[src/rtl/touch_paint_vram_writer.sv]
// ---------------------------------------------------------------------------
// touch_paint_vram_writer
//
// Sole writer of the ILI9341 frame-buffer VRAM. After reset, and whenever a
// clear is requested, it sweeps the whole VRAM with CLEAR_COLOR. Between
// sweeps it watches the FT6206 touch stream. For every new touch point it
// stamps a BRUSH x BRUSH square of the brush colour. The square is centred on
// the touch point and clamped so that it stays fully on screen. The display
// controller scans the VRAM through its own read port, so this block never
// waits on it.
//
// Ports
//   clk           system clock
//   rstb          synchronous active-low reset
//   ena           clock enable; when low all state holds and nothing is written
//   touch         current touch event {valid, x[8:0], y[8:0]}
//   color         brush colour (RGB565), captured when a stamp starts
//   clear_req     full-screen clear request (level or pulse)
//   vram_wr_ena   VRAM write strobe
//   vram_wr_addr  VRAM write address, y*DISPLAY_WIDTH + x
//   vram_wr_data  VRAM write data (RGB565)
//   busy          high while a clear sweep or a stamp is in progress
// ---------------------------------------------------------------------------

package touch_paint_pkg;

    // One sample of the touch controller. The coordinates are raw: they may
    // lie beyond the visible area.
    typedef struct packed {
        logic       valid;
        logic [8:0] x;
        logic [8:0] y;
    } touch_t;

    typedef logic [15:0] ILI9341_color_t;

endpackage : touch_paint_pkg

module touch_paint_vram_writer
    import touch_paint_pkg::*;
#(
    parameter int             DISPLAY_WIDTH  = 240,
    parameter int             DISPLAY_HEIGHT = 320,
    parameter int             VRAM_L         = DISPLAY_WIDTH * DISPLAY_HEIGHT,
    parameter int             BRUSH          = 4,
    parameter ILI9341_color_t CLEAR_COLOR    = 16'h0000
) (
    input  logic                      clk,
    input  logic                      rstb,
    input  logic                      ena,
    input  touch_t                    touch,
    input  ILI9341_color_t            color,
    input  logic                      clear_req,
    output logic                      vram_wr_ena,
    output logic [$clog2(VRAM_L)-1:0] vram_wr_addr,
    output ILI9341_color_t            vram_wr_data,
    output logic                      busy
);

    localparam int            AW        = $clog2(VRAM_L);
    localparam int            BW        = $clog2(BRUSH);
    localparam logic [AW-1:0] LAST_ADDR = AW'(VRAM_L - 1);
    localparam logic [BW-1:0] LAST_B    = BW'(BRUSH - 1);

    typedef enum logic [1:0] {
        S_CLEAR = 2'd0,
        S_IDLE  = 2'd1,
        S_PAINT = 2'd2
    } state_t;

    // -----------------------------------------------------------------------
    // Brush origin on one axis. The left (or top) edge of the square is the
    // raw coordinate minus half a brush. That edge is clamped to the range
    // [0, span-BRUSH], so a stamp never leaves the screen and never wraps
    // into the next row. The arithmetic is signed and 11 bits wide, so a raw
    // coordinate near 0 goes negative and is clamped up to 0. A raw
    // coordinate beyond the panel clamps to the far edge.
    // -----------------------------------------------------------------------
    function automatic logic [8:0] brush_origin(input logic [8:0] raw,
                                                input int         span);
        logic signed [10:0] origin;
        logic signed [10:0] limit;
        origin = $signed({2'b00, raw}) - $signed(11'(BRUSH / 2));
        limit  = $signed(11'(span - BRUSH));
        if (origin < 11'sd0) begin
            return 9'd0;
        end else if (origin > limit) begin
            return 9'(limit);
        end else begin
            return 9'(origin);
        end
    endfunction

    // -----------------------------------------------------------------------
    // State
    // -----------------------------------------------------------------------
    state_t         state,      state_nx;
    logic [AW-1:0]  clr_cnt,    clr_cnt_nx;
    logic [BW-1:0]  bx,         bx_nx;
    logic [BW-1:0]  by,         by_nx;
    logic [8:0]     ox,         ox_nx;
    logic [8:0]     oy,         oy_nx;
    logic [8:0]     last_x,     last_x_nx;
    logic [8:0]     last_y,     last_y_nx;
    logic           last_valid, last_valid_nx;
    logic           pending,    pending_nx;
    ILI9341_color_t color_q,    color_nx;

    // A touch is new when nothing has been stamped since the last clear or
    // the last release, or when the raw point has moved. The comparison uses
    // the raw coordinates, not the clamped ones. A finger sliding off-screen
    // therefore keeps stamping at the clamped edge.
    logic new_touch;
    assign new_touch = touch.valid &&
                       (!last_valid || (touch.x != last_x) || (touch.y != last_y));

    // -----------------------------------------------------------------------
    // Next-state logic
    // -----------------------------------------------------------------------
    always_comb begin
        // NOTE: every variable gets its hold value before any branch, so no
        // path leaves one unassigned and no latch is inferred.
        state_nx      = state;
        clr_cnt_nx    = clr_cnt;
        bx_nx         = bx;
        by_nx         = by;
        ox_nx         = ox;
        oy_nx         = oy;
        last_x_nx     = last_x;
        last_y_nx     = last_y;
        last_valid_nx = last_valid;
        color_nx      = color_q;
        // A request is remembered in every state and even while ena is low.
        // Only S_IDLE consumes it.
        pending_nx    = pending | clear_req;

        if (ena) begin
            unique case (state)
                S_CLEAR: begin
                    if (clr_cnt == LAST_ADDR) begin
                        clr_cnt_nx    = '0;
                        last_valid_nx = 1'b0;
                        state_nx      = S_IDLE;
                    end else begin
                        clr_cnt_nx = clr_cnt + 1'b1;
                    end
                end

                S_IDLE: begin
                    if (clear_req || pending) begin
                        // A clear wins over a touch that arrives on the same cycle.
                        pending_nx = 1'b0;
                        state_nx   = S_CLEAR;
                    end else if (new_touch) begin
                        color_nx      = color;
                        ox_nx         = brush_origin(touch.x, DISPLAY_WIDTH);
                        oy_nx         = brush_origin(touch.y, DISPLAY_HEIGHT);
                        last_x_nx     = touch.x;
                        last_y_nx     = touch.y;
                        last_valid_nx = 1'b1;
                        bx_nx         = '0;
                        by_nx         = '0;
                        state_nx      = S_PAINT;
                    end else if (!touch.valid) begin
                        // Lifting the finger lets the same point stamp again.
                        last_valid_nx = 1'b0;
                    end
                end

                S_PAINT: begin
                    // Row-major walk over the brush square. Touch input is
                    // ignored until the square is finished.
                    if (bx == LAST_B) begin
                        bx_nx = '0;
                        if (by == LAST_B) begin
                            by_nx    = '0;
                            state_nx = S_IDLE;
                        end else begin
                            by_nx = by + 1'b1;
                        end
                    end else begin
                        bx_nx = bx + 1'b1;
                    end
                end

                default: begin
                    state_nx = S_CLEAR;
                end
            endcase
        end
    end

    // -----------------------------------------------------------------------
    // State register
    // -----------------------------------------------------------------------
    always_ff @(posedge clk) begin
        // NOTE: every flop is updated with non-blocking assignments, so each
        // register samples the values from before the clock edge, regardless
        // of statement order.
        if (!rstb) begin
            state      <= S_CLEAR;
            clr_cnt    <= '0;
            bx         <= '0;
            by         <= '0;
            ox         <= '0;
            oy         <= '0;
            last_x     <= '0;
            last_y     <= '0;
            last_valid <= 1'b0;
            pending    <= 1'b0;
            color_q    <= CLEAR_COLOR;
        end else begin
            state      <= state_nx;
            clr_cnt    <= clr_cnt_nx;
            bx         <= bx_nx;
            by         <= by_nx;
            ox         <= ox_nx;
            oy         <= oy_nx;
            last_x     <= last_x_nx;
            last_y     <= last_y_nx;
            last_valid <= last_valid_nx;
            pending    <= pending_nx;
            color_q    <= color_nx;
        end
    end

    // -----------------------------------------------------------------------
    // Write port. The outputs are purely combinational from the registers, so
    // the first write appears in the cycle right after the state change.
    // -----------------------------------------------------------------------
    logic [AW-1:0] paint_row;
    logic [AW-1:0] paint_col;
    logic [AW-1:0] paint_addr;

    assign paint_row  = AW'(oy) + AW'(by);
    assign paint_col  = AW'(ox) + AW'(bx);
    assign paint_addr = paint_row * AW'(DISPLAY_WIDTH) + paint_col;

    always_comb begin
        vram_wr_ena  = 1'b0;
        vram_wr_addr = '0;
        vram_wr_data = CLEAR_COLOR;
        busy         = 1'b0;
        unique case (state)
            S_CLEAR: begin
                busy         = 1'b1;
                vram_wr_ena  = ena;
                vram_wr_addr = clr_cnt;
                vram_wr_data = CLEAR_COLOR;
            end
            S_PAINT: begin
                busy         = 1'b1;
                vram_wr_ena  = ena;
                vram_wr_addr = paint_addr;
                vram_wr_data = color_q;
            end
            default: begin
            end
        endcase
    end

endmodule : touch_paint_vram_writer

[config.mk]
export PLATFORM = sky130hd
export DESIGN_NAME = touch_paint_vram_writer
export DESIGN_NICKNAME = d
export VERILOG_FILES = /design/src/rtl/touch_paint_vram_writer.sv
export SDC_FILE = /design/constraint.sdc
export NUM_CORES = 1
export LEC_CHECK = 0
export ABC_AREA = 1
export BUFFER_PORTS_ARGS = -buffer_cell sky130_fd_sc_hd__buf_2
export CAP_MARGIN = 10
export CORE_ASPECT_RATIO = 1.1
export CORE_UTILIZATION = 35
export CTS_CLUSTER_DIAMETER = 30
export DETAILED_ROUTE_END_ITERATION = 8
export SYNTH_ARGS = -nofsm -noshare
export SYNTH_HDL_FRONTEND = slang
export SYNTH_SLANG_ARGS = --single-unit
[constraint.sdc]
create_clock -name clk -period 6.47 [get_ports clk]
set_input_delay 0.9705 -clock clk [delete_from_list [all_inputs] [get_ports clk]]
set_output_delay 0.9705 -clock clk [all_outputs]
set_load 0.01 [all_outputs]
=== Yosys cells after proc, flatten, opt, wreduce, memory -nomap -nowiden ===
Cells that the tools add are included.

* Add/subtract/negate cells: 8
* Multipliers: 1
* $lt $le $gt $ge: 4
* Eq/ne operators: 14
* Mux-type cells: 30
* Bitwise logic cells: 2
* Reduce and logical (&&, ||, !) cells: 15

{| class="wikitable"
|+ Operator list
! cell !! number
|-
| 9-bit 2-to-1 mux || 4
|-
| 17-bit case mux with 2 select lines || 1
|-
| 9-bit by 2-bit adder with 10-bit output || 2
|-
| 10-bit by 1-bit < comparator with 1-bit output, second input constant || 2
|-
| 2-bit 2-to-1 mux || 10
|-
| 9-bit by 2-bit subtractor with 10-bit output, second input constant || 2
|-
| 9-bit inequality test || 2
|-
| 17-bit by 1-bit adder with 17-bit output, second input constant || 1
|-
| 17-bit by 10-bit adder with 17-bit output || 1
|-
| 17-bit equality test, second input constant || 1
|-
| 17-bit 2-to-1 mux || 1
|-
| 16-bit 2-to-1 mux || 1
|-
| 5-bit AND reduction || 3
|-
| 10-bit by 4-bit multiplier with 13-bit output, second input constant || 1
|-
| 10-bit greater-than comparator, second input constant || 1
|-
| 10-bit by 9-bit greater-than comparator with 1-bit output, second input constant || 1
|-
| 2-bit inequality test, second input constant || 5
|-
| 1-bit 2-to-1 mux || 9
|-
| 2-bit case mux with 2 select lines || 2
|-
| 4-bit AND reduction || 2
|-
| 2-bit equality test, second input constant || 3
|-
| 3-bit inequality test, second input constant || 2
|-
| 2-bit case mux with 3 select lines || 1
|-
| 2-bit by 1-bit adder with 2-bit output, second input constant || 2
|-
| 11 further kinds || 14
|}

* Flip-flop bits (word level): 77
* Output and inout port bits: 35
* Word-level logic and storage cells: 85

=== Depth between registers and ports, before layout ===
Gate-level depths: netlist of the first run.

* Depth in word-level cells: 7
* Gate-level depth with buffers: 29
* Mapped depth without buffers: 29

=== Worst setup path before layout of the first run ===
No wires, ideal clock.

* Kind: reg2out
* Start point: reg by[0]
* End point: out vram_wr_addr[16]
* Arrival: 4.252 ns
* Data required time: 5.499 ns
* Slack: 1.247 ns
* Cell stages (with the launch flop): 22
* Path buffers: 0
* Cell sequence: dfxtp_1 > ha_1 > fa_1 > xor2_1 > fa_1 > fa_1 > inv_1 > fa_1 > inv_1 > ha_1 > nand2_1 > nor2_1 > nand2_1 > nand3_1 > nand3_1 > nand2_1 > nand2_1 > nor2_1 > nand2_1 > nand2_1 > nand3_1 > nand2_1

* Cells in the longest elaborated chain, start to end: 4

{| class="wikitable"
|+ Ends and longest elaborated chain
! item !! line !! source
|-
| from (decl) || 100 || <nowiki>logic [BW-1:0] by, by_nx;</nowiki>
|-
| from (signal assigned) || 216 || <nowiki>by <= by_nx;</nowiki>
|-
| 9-bit by 2-bit adder with 10-bit output || 235 || <nowiki>assign paint_row = AW'(oy) + AW'(by);</nowiki>
|-
| 10-bit by 4-bit multiplier with 13-bit output || 237 || <nowiki>assign paint_addr = paint_row * AW'(DISPLAY_WIDTH) + paint_col;</nowiki>
|-
| 17-bit by 10-bit adder with 17-bit output || 237 ||
|-
| 17-bit case mux with 2 select lines || 244 || <nowiki>unique case (state)</nowiki>
|-
| to (decl) || 55 || <nowiki>output logic [$clog2(VRAM_L)-1:0] vram_wr_addr,</nowiki>
|}

Every way passes these cells.

=== Worst setup path in the final report of the first run ===
Ends and elaborated chain as after synthesis.

==> results of run 1 <==
[final cells by class]
type,instances,area share [%]
Sequential cell,77,22.9
Inverter,161,9.03
Clock inverter,5,1.58
Tap cell,204,3.80
Multi-Input combinational cell,650,53.2
Timing Repair Buffer,77,5.88
Clock buffer,11,3.61
[report_power, final]
group          internal [mW]  switching, mW
Sequential             0.476        0.00136
Clock                  0.389          0.201
Combinational         0.0258         0.0444
Total                  0.890          0.246
[flip-flops by register name (all words and copies together) (netlist names)]
signal,count
bx,2
last_x,9
color_q,16
pending,1
by,2
oy,9
last_y,9
last_valid,1
clr_cnt,17
ox,9
state,2
[cell families after synthesis]
| group | count (synthesis) |
|---|---|
| simple gates | 418 |
| fa+ha+maj | 45 |
| xor+xnor | 33 |
| flops | 77 |
| buf+inv | 182 |
| compound gates | 154 |
[Yosys cell counts (2+ instances only)]
cell type                    n
sky130_fd_sc_hd__inv_1     143
sky130_fd_sc_hd__nor3_1     11
sky130_fd_sc_hd__nor2_4      3
sky130_fd_sc_hd__nand3_1    50
sky130_fd_sc_hd__inv_2      16
sky130_fd_sc_hd__ha_1       30
sky130_fd_sc_hd__nand2_2     4
sky130_fd_sc_hd__buf_4       5
sky130_fd_sc_hd__xnor2_1     9
sky130_fd_sc_hd__a211oi_2    2
sky130_fd_sc_hd__o21bai_1    3
sky130_fd_sc_hd__xor2_1     23
sky130_fd_sc_hd__clkbuf_1   12
sky130_fd_sc_hd__o21ai_1    20
sky130_fd_sc_hd__a21oi_1    81
sky130_fd_sc_hd__o21ai_0    34
sky130_fd_sc_hd__fa_1       15
sky130_fd_sc_hd__a211oi_1    3
sky130_fd_sc_hd__nor2_2      2
sky130_fd_sc_hd__nand2_1   228
sky130_fd_sc_hd__nor3b_1     2
sky130_fd_sc_hd__nand3b_1    4
sky130_fd_sc_hd__nand4_1     9
sky130_fd_sc_hd__buf_2       4
sky130_fd_sc_hd__o22ai_1     5
sky130_fd_sc_hd__a22o_1      2
sky130_fd_sc_hd__dfxtp_1    77
sky130_fd_sc_hd__nor2_1    100
[worst max-delay path: cells and delay by family (launching register included)]
kind / cells / cell delay, ns
adder cells (fa/ha/maj): 6 / 2.47
XOR/XNOR: 1 / 0.15
buffers and inverters: 4 / 0.40
AND/OR/NAND/NOR: 11 / 1.08
flip-flops: 1 / 0.34
[per-layer routing]
layer / track usage [%] / up-vias / wire (µm)
li1: - / 2983 / -
met1: 19.8 / 2364 / 6280
met2: 29.2 / 74 / 6230
met3: 3.40 / 8 / 536
met4: 4.88 / 0 / 105
met5: 0 / - / 0
[worst min path at each step]
stage,end,slack [ns],cells after the start
2_1_floorplan,color_q[10],0.43,2
3_3_place_gp,color_q[5],0.44,2
3_5_place_dp,color_q[15],0.44,2
4_1_cts,color_q[15],0.45,2
5_1_grt,color_q[15],0.47,2
6_report,color_q[15],0.45,2
[layout by cell type (no fill, tap or decap), types with 2 or more instances in the layout]
cell type                   Yosys  routed
sky130_fd_sc_hd__nor3b_1        2       2
sky130_fd_sc_hd__xor2_1        23      23
sky130_fd_sc_hd__nand4_1        9       9
sky130_fd_sc_hd__a21oi_1       81      81
sky130_fd_sc_hd__bufinv_16      0       3
sky130_fd_sc_hd__o21ai_1       20      20
sky130_fd_sc_hd__nor2_4         3       3
sky130_fd_sc_hd__clkbuf_16      0       9
sky130_fd_sc_hd__nand3_1       50      49
sky130_fd_sc_hd__a211oi_2       2       2
sky130_fd_sc_hd__inv_1        143     143
sky130_fd_sc_hd__o21bai_1       3       3
sky130_fd_sc_hd__fa_1          15      15
sky130_fd_sc_hd__xnor2_1        9       9
sky130_fd_sc_hd__buf_2          4      73
sky130_fd_sc_hd__buf_4          5       4
sky130_fd_sc_hd__nor2_2         2       2
sky130_fd_sc_hd__nand2_2        4       4
sky130_fd_sc_hd__a22o_1         2       2
sky130_fd_sc_hd__inv_2         16      16
sky130_fd_sc_hd__a211oi_1       3       3
sky130_fd_sc_hd__nand2_1      228     228
sky130_fd_sc_hd__dfxtp_1       77      77
sky130_fd_sc_hd__ha_1          30      30
sky130_fd_sc_hd__o21ai_0       34      34
sky130_fd_sc_hd__nor2_1       100     100
sky130_fd_sc_hd__nand3b_1       4       4
sky130_fd_sc_hd__o22ai_1        5       5
sky130_fd_sc_hd__nor3_1        11      11
==> metrics.json, run 1 <==
{
  "gp_routability_congestion": 0.823,
  "fill_cells": 1812,
  "drt-initial-drc-count": 209,
  "initial_core_util_pct": 35.6,
  "postSynthRegisterBits": 77,
  "nets": 1060,
  "worstSetupStartpointType": "flip-flop",
  "reg2reg_to": "oy[4]",
  "clk_pin_slew_worst_paths_ns": 0.06,
  "globalRoute.totalOverflow": 0,
  "crit_slowest_cell": "sky130_fd_sc_hd__fa_1",
  "area_taken_by_multi_input_logic_gates_um2": 3570,
  "r2r_setup_slack_ns": 3.83,
  "fin_worst_skew_ns": 0.00955,
  "cts_hold_buf": 0,
  "violated_checks": "DRC",
  "pin_count_of_the_biggest_net_entering_global_routing": 94,
  "post_dp_cell_area_um2": 6370,
  "number_of_endpoints_with_negative_hold_slack_in_the_final_report": 0,
  "setup.worst_path.end_class": "output port",
  "htreeDepth": 3,
  "clock_sink_count": 77,
  "synthesized_net_count": 993,
  "post_drt_wl_per_cell_um": 11.1,
  "r2r_path_start": "state[0]",
  "critPathMaxStageDelay_ns": 0.52,
  "cts-root-buf": "sky130_fd_sc_hd__clkbuf_16",
  "asyncSetResetFlopFracSynth_pct": 0,
  "largest_family_of_logic_cells_by_synthesized_area": "simple AND/OR/NAND/NOR gates",
  "antenna_violating_nets_left": 0,
  "clock_tree_from_tritoncts": "done",
  "status": "complete, but fails checks",
  "hold_slack_ns": 0.452,
  "cts.repair.resized": 0,
  "yosys_warnings": 0,
  "maxClockFrequency_mhz": 174,
  "avgSynthCellArea_um2": 6.40,
  "ir_worst_vdd_mv": 0.106,
  "maxCapViolCount": 0,
  "ports_placed_on_the_boundary": 74,
  "finalCriticalPeriod_ns": 5.76,
  "setup-violations-final": 0,
  "syn_area_um2": 5810,
  "synth_mux_area_share_pct": 0,
  "critical_path.max_fanout": 6,
  "most_numerous_cell_on_the_critical_path": "sky130_fd_sc_hd__nand2_1",
  "yosysTopAreaCellShare_pct": 26.5,
  "max_slew_margin_pct": 28.4,
  "p_leak_nw": 3.19,
  "post_synth_main_area_contributors": "sky130_fd_sc_hd__dfxtp_1, sky130_fd_sc_hd__nand2_1, sky130_fd_sc_hd__inv_1, sky130_fd_sc_hd__a21oi_1, sky130_fd_sc_hd__ha_1",
  "synthesized_area_fraction_occupied_by_ao_oa_aoi_and_oai_cells_pct": 14.2,
  "totalNegativeSetupSlack_ns": 0,
  "synth-edff-count": 0,
  "drive_above_1_share_pct": 12.8,
  "synth_top_cell_by_area": "sky130_fd_sc_hd__dfxtp_1",
  "grt_antenna_before_repair": 0,
  "worst_case_clock_buffer_depth": 2,
  "synth-adder-area-share_pct": 11.6,
  "vias": 5429,
  "worst_hold_path_type": "reg -> reg",
  "layout.cell_area.non_filler_um2": 6720,
  "post_drt_via_cell_ratio": 4.58,
  "sequential_cell_area_um2": 1540,
  "global_route.usage.total_pct": 16.3,
  "synth-simple-area-share_pct": 30.4,
  "postLayoutSetupSlackWorst_ns": 0.712,
  "grt_pass1_vias": 5072,
  "core_region_um2": 16300,
  "insertion_delay_ns": 0.34,
  "power.density_cell_area_nw_per_um2": 169,
  "placement_rows": 49,
  "critical_path_required_ns": 5.50,
  "floorplan.die_area_um2": 17100,
  "drt_wl_total_mm": 13.2,
  "final.period_utilization_pct": 89.0,
  "flow.area_growth_from_synthesis_pct": 15.6,
  "synthesized_area_fraction_occupied_by_xor_and_xnor_cells_pct": 5.10,
  "max_slew.worst_pin.slew_ns": 1.07,
  "crit_chain": "ha_1 > fa_1 > xor2_1 > buf_4 > fa_1 > fa_1 > inv_1 > fa_1 > inv_1 > ha_1 > nand2_1 > nor2_1 > nand2_1 > nand3_1 > nand3_1 > nand2_1 > nand2_1 > nor2_1 > nand3_1 > nand3_1 > nand2_1 > buf_2",
  "postSynth.topFlopCell": "sky130_fd_sc_hd__dfxtp_1",
  "min_from": "color_q[15]",
  "place_ws_ns": 1.06,
  "reg2reg_depth": 8,
  "synth.yosys.seq_area_share_pct": 26.5,
  "synthesis.instances": 909,
  "synth_cell_types": 40,
  "detail_route.drc_violations": 6,
  "dp.final_hpwl_mm": 10.2,
  "critPathKind": "reg -> out",
  "grt_pass1_wl_mm": 22.9,
  "detailedRoute.firstPassIterationCount": 6,
  "final_cell_count_no_fill": 1185,
  "slew_violations": 0,
  "report.power.total_mw": 1.14,
  "launching_element_of_the_worst_setup_path": "by[0]",
  "total_cts_buffers": 9,
  "post_cts_buffers": 0,
  "place_inst": 1169,
  "finish.utilization_pct": 41.2,
  "worstSetupEndpoint": "vram_wr_addr[16]",
  "cp_data_arrival_time_ns": 4.79,
  "portBuffers": 73,
  "die_height_um": 137,
  "antenna_cells": 0,
  "setup_repair_after_global_routing_missed_its_margin": "no",
  "fp.dieW_um": 125
}
Note: power is estimated with default switching activity, not from simulation.
==> run 2, diff against run 1 <==
ABC_AREA = unset   (was 1)
CORE_UTILIZATION = 45   (was 35)
==> run 2 against run 1 <==
Compared with the run above:
- clock skew down 0.00065 ns
- core utilization grew 13 points
- register-to-register slack worse by 0.51 ns
- synthesized cell count down 25%
- the run now ends clean
- worst hold slack got worse by 0.0028 ns
- via count shrank 10%
- combinational power decreased by 4.0%
- final cell count decreased by 24%
- critical path depth is 5 lower
- total power down 6.1%
- flip-flop and latch count did not move
- largest cell class unchanged
- final area is 3.8% lower
==> metrics.json, run 2 <==
{
  "cts-root-buf": "sky130_fd_sc_hd__clkbuf_16",
  "r2r_setup_slack": {"value": 3.32, "unit": "ns", "change": "-0.51 ns"},
  "r2r_path_start": "state[0]",
  "totalNegativeSetupSlack": {"value": 0, "unit": "ns", "change": "unchanged"},
  "synthTopCellsByCount": "sky130_fd_sc_hd__nor2_1, sky130_fd_sc_hd__dfxtp_1, sky130_fd_sc_hd__mux2i_1, sky130_fd_sc_hd__inv_1, sky130_fd_sc_hd__xor2_1",
  "fp.dieW": {"value": 108, "unit": "µm", "change": "-13%"},
  "nets": {"value": 825, "change": "-22%"},
  "synth_mux_area_share": {"value": 8.80, "unit": "%", "change": "+8.8 points"},
  "synth-simple-area-share": {"value": 21.6, "unit": "%", "change": "-8.8 points"},
  "synth_cell_types": {"value": 54, "change": "+35%"},
  "maxClockFrequency": {"value": 163, "unit": "MHz", "change": "-6.1%"},
  "initial_core_util": {"value": 46.3, "unit": "%", "change": "+11 points"},
  "worst_case_clock_buffer_depth": {"value": 2, "change": "unchanged"},
  "setup-violations-final": {"value": 0, "change": "unchanged"},
  "p_leak": {"value": 2.88, "unit": "nW", "change": "-9.6%"},
  "post_dp_cell_area": {"value": 6040, "unit": "µm²", "change": "-5.3%"},
  "asyncSetResetFlopFracSynth": {"value": 0, "unit": "%", "change": "unchanged"},
  "finalCriticalPeriod": {"value": 6.13, "unit": "ns", "change": "+0.375 ns"},
  "floorplan.die_area": {"value": 12800, "unit": "µm²", "change": "-25%"},
  "synthesis.instances": {"value": 681, "change": "-25%"},
  "cts_hold_buf": {"value": 0, "change": "unchanged"},
  "gp_routability_congestion": {"value": 0.818, "change": "-0.60%"},
  "final_common_cell": "sky130_fd_sc_hd__nor2_1",
  "critPathKind": "reg -> out",
  "synthesized_area_fraction_occupied_by_xor_and_xnor_cells": {"value": 11.6, "unit": "%", "change": "+6.5 points"},
  "grt_pass1_vias": {"value": 4625, "change": "-8.8%"},
  "largest_register": "clr_cnt",
  "report.power.total": {"value": 1.07, "unit": "mW", "change": "-6.1%"},
  "cp_data_arrival_time": {"value": 5.16, "unit": "ns", "change": "+0.37 ns"},
  "synth-edff-count": {"value": 0, "change": "unchanged"},
  "worst_hold_path_type": "reg -> reg",
  "maxCapViolCount": {"value": 0, "change": "unchanged"},
  "yosysTopAreaCellShare": {"value": 27.6, "unit": "%", "change": "+1.1 points"},
  "most-common-layout-cells": "sky130_fd_sc_hd__nor2_1, sky130_fd_sc_hd__dfxtp_1, sky130_fd_sc_hd__buf_2",
  "setup.worst_path.end_class": "output port",
  "vias": {"value": 4878, "change": "-10%"},
  "reg2reg_to": "bx[0]",
  "post_drt_wl_per_cell": {"value": 14.1, "unit": "µm", "change": "+27%"},
  "grt_pass1_wl": {"value": 21.6, "unit": "mm", "change": "-5.5%"},
  "power.density_cell_area": {"value": 165, "unit": "nW/µm²", "change": "-2.4%"},
  "detail_route.drc_violations": {"value": 0, "change": "-6"},
  "drive_above_1_share": {"value": 16.0, "unit": "%", "change": "+3.1 points"},
  "largest_family_of_logic_cells_by_synthesized_area": "simple AND/OR/NAND/NOR gates",
  "biggestRegsByFlops": "clr_cnt x17, color_q x16",
  "avgSynthCellArea": {"value": 8.19, "unit": "µm²", "change": "+28%"},
  "post_drt_via_cell_ratio": {"value": 5.42, "change": "+18%"},
  "number_of_endpoints_with_negative_hold_slack_in_the_final_report": {"value": 0, "change": "unchanged"},
  "drt-initial-drc-count": {"value": 277, "change": "+33%"},
  "largest_reg_flops": {"value": 17, "change": "unchanged"},
  "critical_path_required": {"value": 5.50, "unit": "ns", "change": "about the same"},
  "status": "completed",
  "reg2reg_depth": {"value": 6, "change": "-2"},
  "postLayoutSetupSlackWorst": {"value": 0.336, "unit": "ns", "change": "-0.375 ns"},
  "dp.final_hpwl": {"value": 9.66, "unit": "mm", "change": "-5.5%"},
  "post_synth_main_area_contributors": "sky130_fd_sc_hd__dfxtp_1, sky130_fd_sc_hd__mux2i_1, sky130_fd_sc_hd__xor2_1, sky130_fd_sc_hd__ha_1, sky130_fd_sc_hd__nor2_1",
  "placement_rows": {"value": 42, "change": "-14%"},
  "ir_worst_vdd": {"value": 0.144, "unit": "mV", "change": "+35%"},
  "clock_tree_from_tritoncts": "done",
  "synth_top_cell_by_area": "sky130_fd_sc_hd__dfxtp_1",
  "portBuffers": {"value": 73, "change": "unchanged"},
  "antenna_violating_nets_left": {"value": 0, "change": "unchanged"},
  "core_region": {"value": 12000, "unit": "µm²", "change": "-26%"},
  "launching_element_of_the_worst_setup_path": "by[0]",
  "layout.cell_area.non_filler": {"value": 6470, "unit": "µm²", "change": "-3.8%"},
  "global_route.usage.total": {"value": 21.1, "unit": "%", "change": "+4.7 points"},
  "fin_worst_skew": {"value": 0.00890, "unit": "ns", "change": "-0.000655 ns"},
  "syn_area": {"value": 5580, "unit": "µm²", "change": "-4.1%"},
  "postSynth.topFlopCell": "sky130_fd_sc_hd__dfxtp_1",
  "worstSetupStartpointType": "flip-flop",
  "critical_path.max_fanout": {"value": 5, "change": "-1"},
  "place_inst": {"value": 879, "change": "-25%"},
  "drt_wl_total": {"value": 12.7, "unit": "mm", "change": "-3.3%"},
  "die_height": {"value": 119, "unit": "µm", "change": "-13%"},
  "synthesized_area_fraction_occupied_by_ao_oa_aoi_and_oai_cells": {"value": 12.7, "unit": "%", "change": "-1.5 points"},
  "postSynthRegisterBits": {"value": 77, "change": "unchanged"},
  "globalRoute.totalOverflow": {"value": 0, "change": "unchanged"},
  "setup_repair_after_global_routing_missed_its_margin": "no",
  "place_ws": {"value": 0.215, "unit": "ns", "change": "-0.847 ns"},
  "final_cell_count_no_fill": {"value": 900, "change": "-24%"},
  "slew_violations": {"value": 0, "change": "unchanged"},
  "pin_count_of_the_biggest_net_entering_global_routing": {"value": 47, "change": "-50%"},
  "antenna_cells": {"value": 0, "change": "unchanged"},
  "detailedRoute.firstPassIterationCount": {"value": 4, "change": "-2"},
  "htreeDepth": {"value": 3, "change": "unchanged"},
  "worstSetupEndpoint": "vram_wr_addr[15]",
  "max_slew.worst_pin.slew": {"value": 1.16, "unit": "ns", "change": "+0.0868 ns"},
  "grt_antenna_before_repair": {"value": 0, "change": "unchanged"},
  "yosys_warnings": {"value": 0, "change": "unchanged"},
  "clk_pin_slew_worst_paths": {"value": 0.06, "unit": "ns", "change": "about the same"},
  "yosysMostFrequentCell": "sky130_fd_sc_hd__nor2_1",
  "synth.yosys.seq_area_share": {"value": 27.6, "unit": "%", "change": "+1.1 points"},
  "clock_sink_count": {"value": 77, "change": "unchanged"},
  "total_cts_buffers": {"value": 9, "change": "unchanged"},
  "max_slew_margin": {"value": 22.2, "unit": "%", "change": "-6.2 points"},
  "synthesized_net_count": {"value": 765, "change": "-23%"},
  "insertion_delay": {"value": 0.34, "unit": "ns", "change": "about the same"},
  "synth-adder-area-share": {"value": 12.1, "unit": "%", "change": "+0.50 points"},
  "ports_placed_on_the_boundary": {"value": 74, "change": "unchanged"},
  "final.period_utilization": {"value": 94.8, "unit": "%", "change": "+5.8 points"},
  "flow.area_growth_from_synthesis_pct": 16.0
}
## run 2: changes by cell type in the layout (fill, tap and decap cells not counted), moves of 8 or more
cell,before,now
sky130_fd_sc_hd__a21oi_1,81,30
sky130_fd_sc_hd__xnor2_1,9,24
sky130_fd_sc_hd__o21ai_1,20,4
sky130_fd_sc_hd__or3_1,0,11
sky130_fd_sc_hd__o21ai_0,34,25
sky130_fd_sc_hd__nand3_1,49,22
sky130_fd_sc_hd__mux2i_1,0,49
sky130_fd_sc_hd__nor4_1,0,8
sky130_fd_sc_hd__inv_2,16,1
sky130_fd_sc_hd__and3_1,0,28
sky130_fd_sc_hd__xor2_1,23,44
sky130_fd_sc_hd__nand2_1,228,25
sky130_fd_sc_hd__inv_1,143,47
## run 2: worst max-delay path, stage by stage (launching register included)
cell	delay, ns
sky130_fd_sc_hd__dfxtp_1	0.35
sky130_fd_sc_hd__ha_1	0.24
sky130_fd_sc_hd__fa_2	0.39
sky130_fd_sc_hd__nand3_1	0.11
sky130_fd_sc_hd__xor2_1	0.23
sky130_fd_sc_hd__xor2_1	0.26
sky130_fd_sc_hd__xnor2_1	0.14
sky130_fd_sc_hd__fa_1	0.53
sky130_fd_sc_hd__inv_1	0.04
sky130_fd_sc_hd__ha_1	0.35
sky130_fd_sc_hd__a21oi_1	0.15
sky130_fd_sc_hd__o21ai_1	0.14
sky130_fd_sc_hd__or3_1	0.33
sky130_fd_sc_hd__a211o_1	0.30
sky130_fd_sc_hd__a211o_1	0.32
sky130_fd_sc_hd__or4_1	0.51
sky130_fd_sc_hd__a311oi_2	0.25
sky130_fd_sc_hd__buf_2	0.17
## run 2: worst min-delay path by stage
stage | end | slack (ns) | from | cells past startpoint
after floorplan | ox[8] | 0.41 | ox[8] | 2
after global placement | ox[8] | 0.43 | ox[8] | 2
after detailed placement | ox[8] | 0.44 | ox[8] | 2
after CTS | ox[8] | 0.45 | ox[8] | 2
after global routing | ox[8] | 0.48 | ox[8] | 2
final | ox[8] | 0.45 | ox[8] | 2
## run 2: logic make-up (layout without fill, tap and decap cells)
group | count (synthesis) | after routing
muxes | 49 | 49
AOI/OAI and AO/OA | 109 | 109
adders and majority gates | 45 | 45
buffers and inverters | 81 | 146
DFF | 77 | 77
xor gates and xnor gates | 74 | 74
and+or+nand+nor | 246 | 246
## run 2: where the power goes
group	internal [mW]	switching, mW
Combinational	0.0258	0.0415
Clock	0.322	0.200
Sequential	0.476	0.00170
Total	0.824	0.244
## run 2: routing by layer
metal,routed length (µm),vias to the layer above,global-route usage [%]
li1,-,2466,-
met1,5790,2329,27.2
met2,6320,71,34.6
met3,427,12,3.70
met4,193,0,8.05
met5,0,-,0
## run 2: through the flow
stage / utilization [%] / hold slack, ns
after floorplan: - / 0.414
after global placement: 50.2 / 0.434
after detailed placement: 50.2 / 0.440
after CTS: 53.0 / 0.451
after global routing: 53.7 / 0.479
final: 53.7 / 0.449
## run 2: cell type report
class	count	area [µm²]
Clock buffer	12	256
Tap cell	154	193
Inverter	48	180
Clock inverter	4	52.6
Fill cell	1172	5570
Sequential cell	77	1540
Timing Repair Buffer	82	433
Multi-Input combinational cell	523	3810
## run 2: timing repair
item	in CTS	in global routing
pin swaps	1	4
setup endpoints to repair	1	3
buffers inserted	1	4
gates resized for setup	3	12
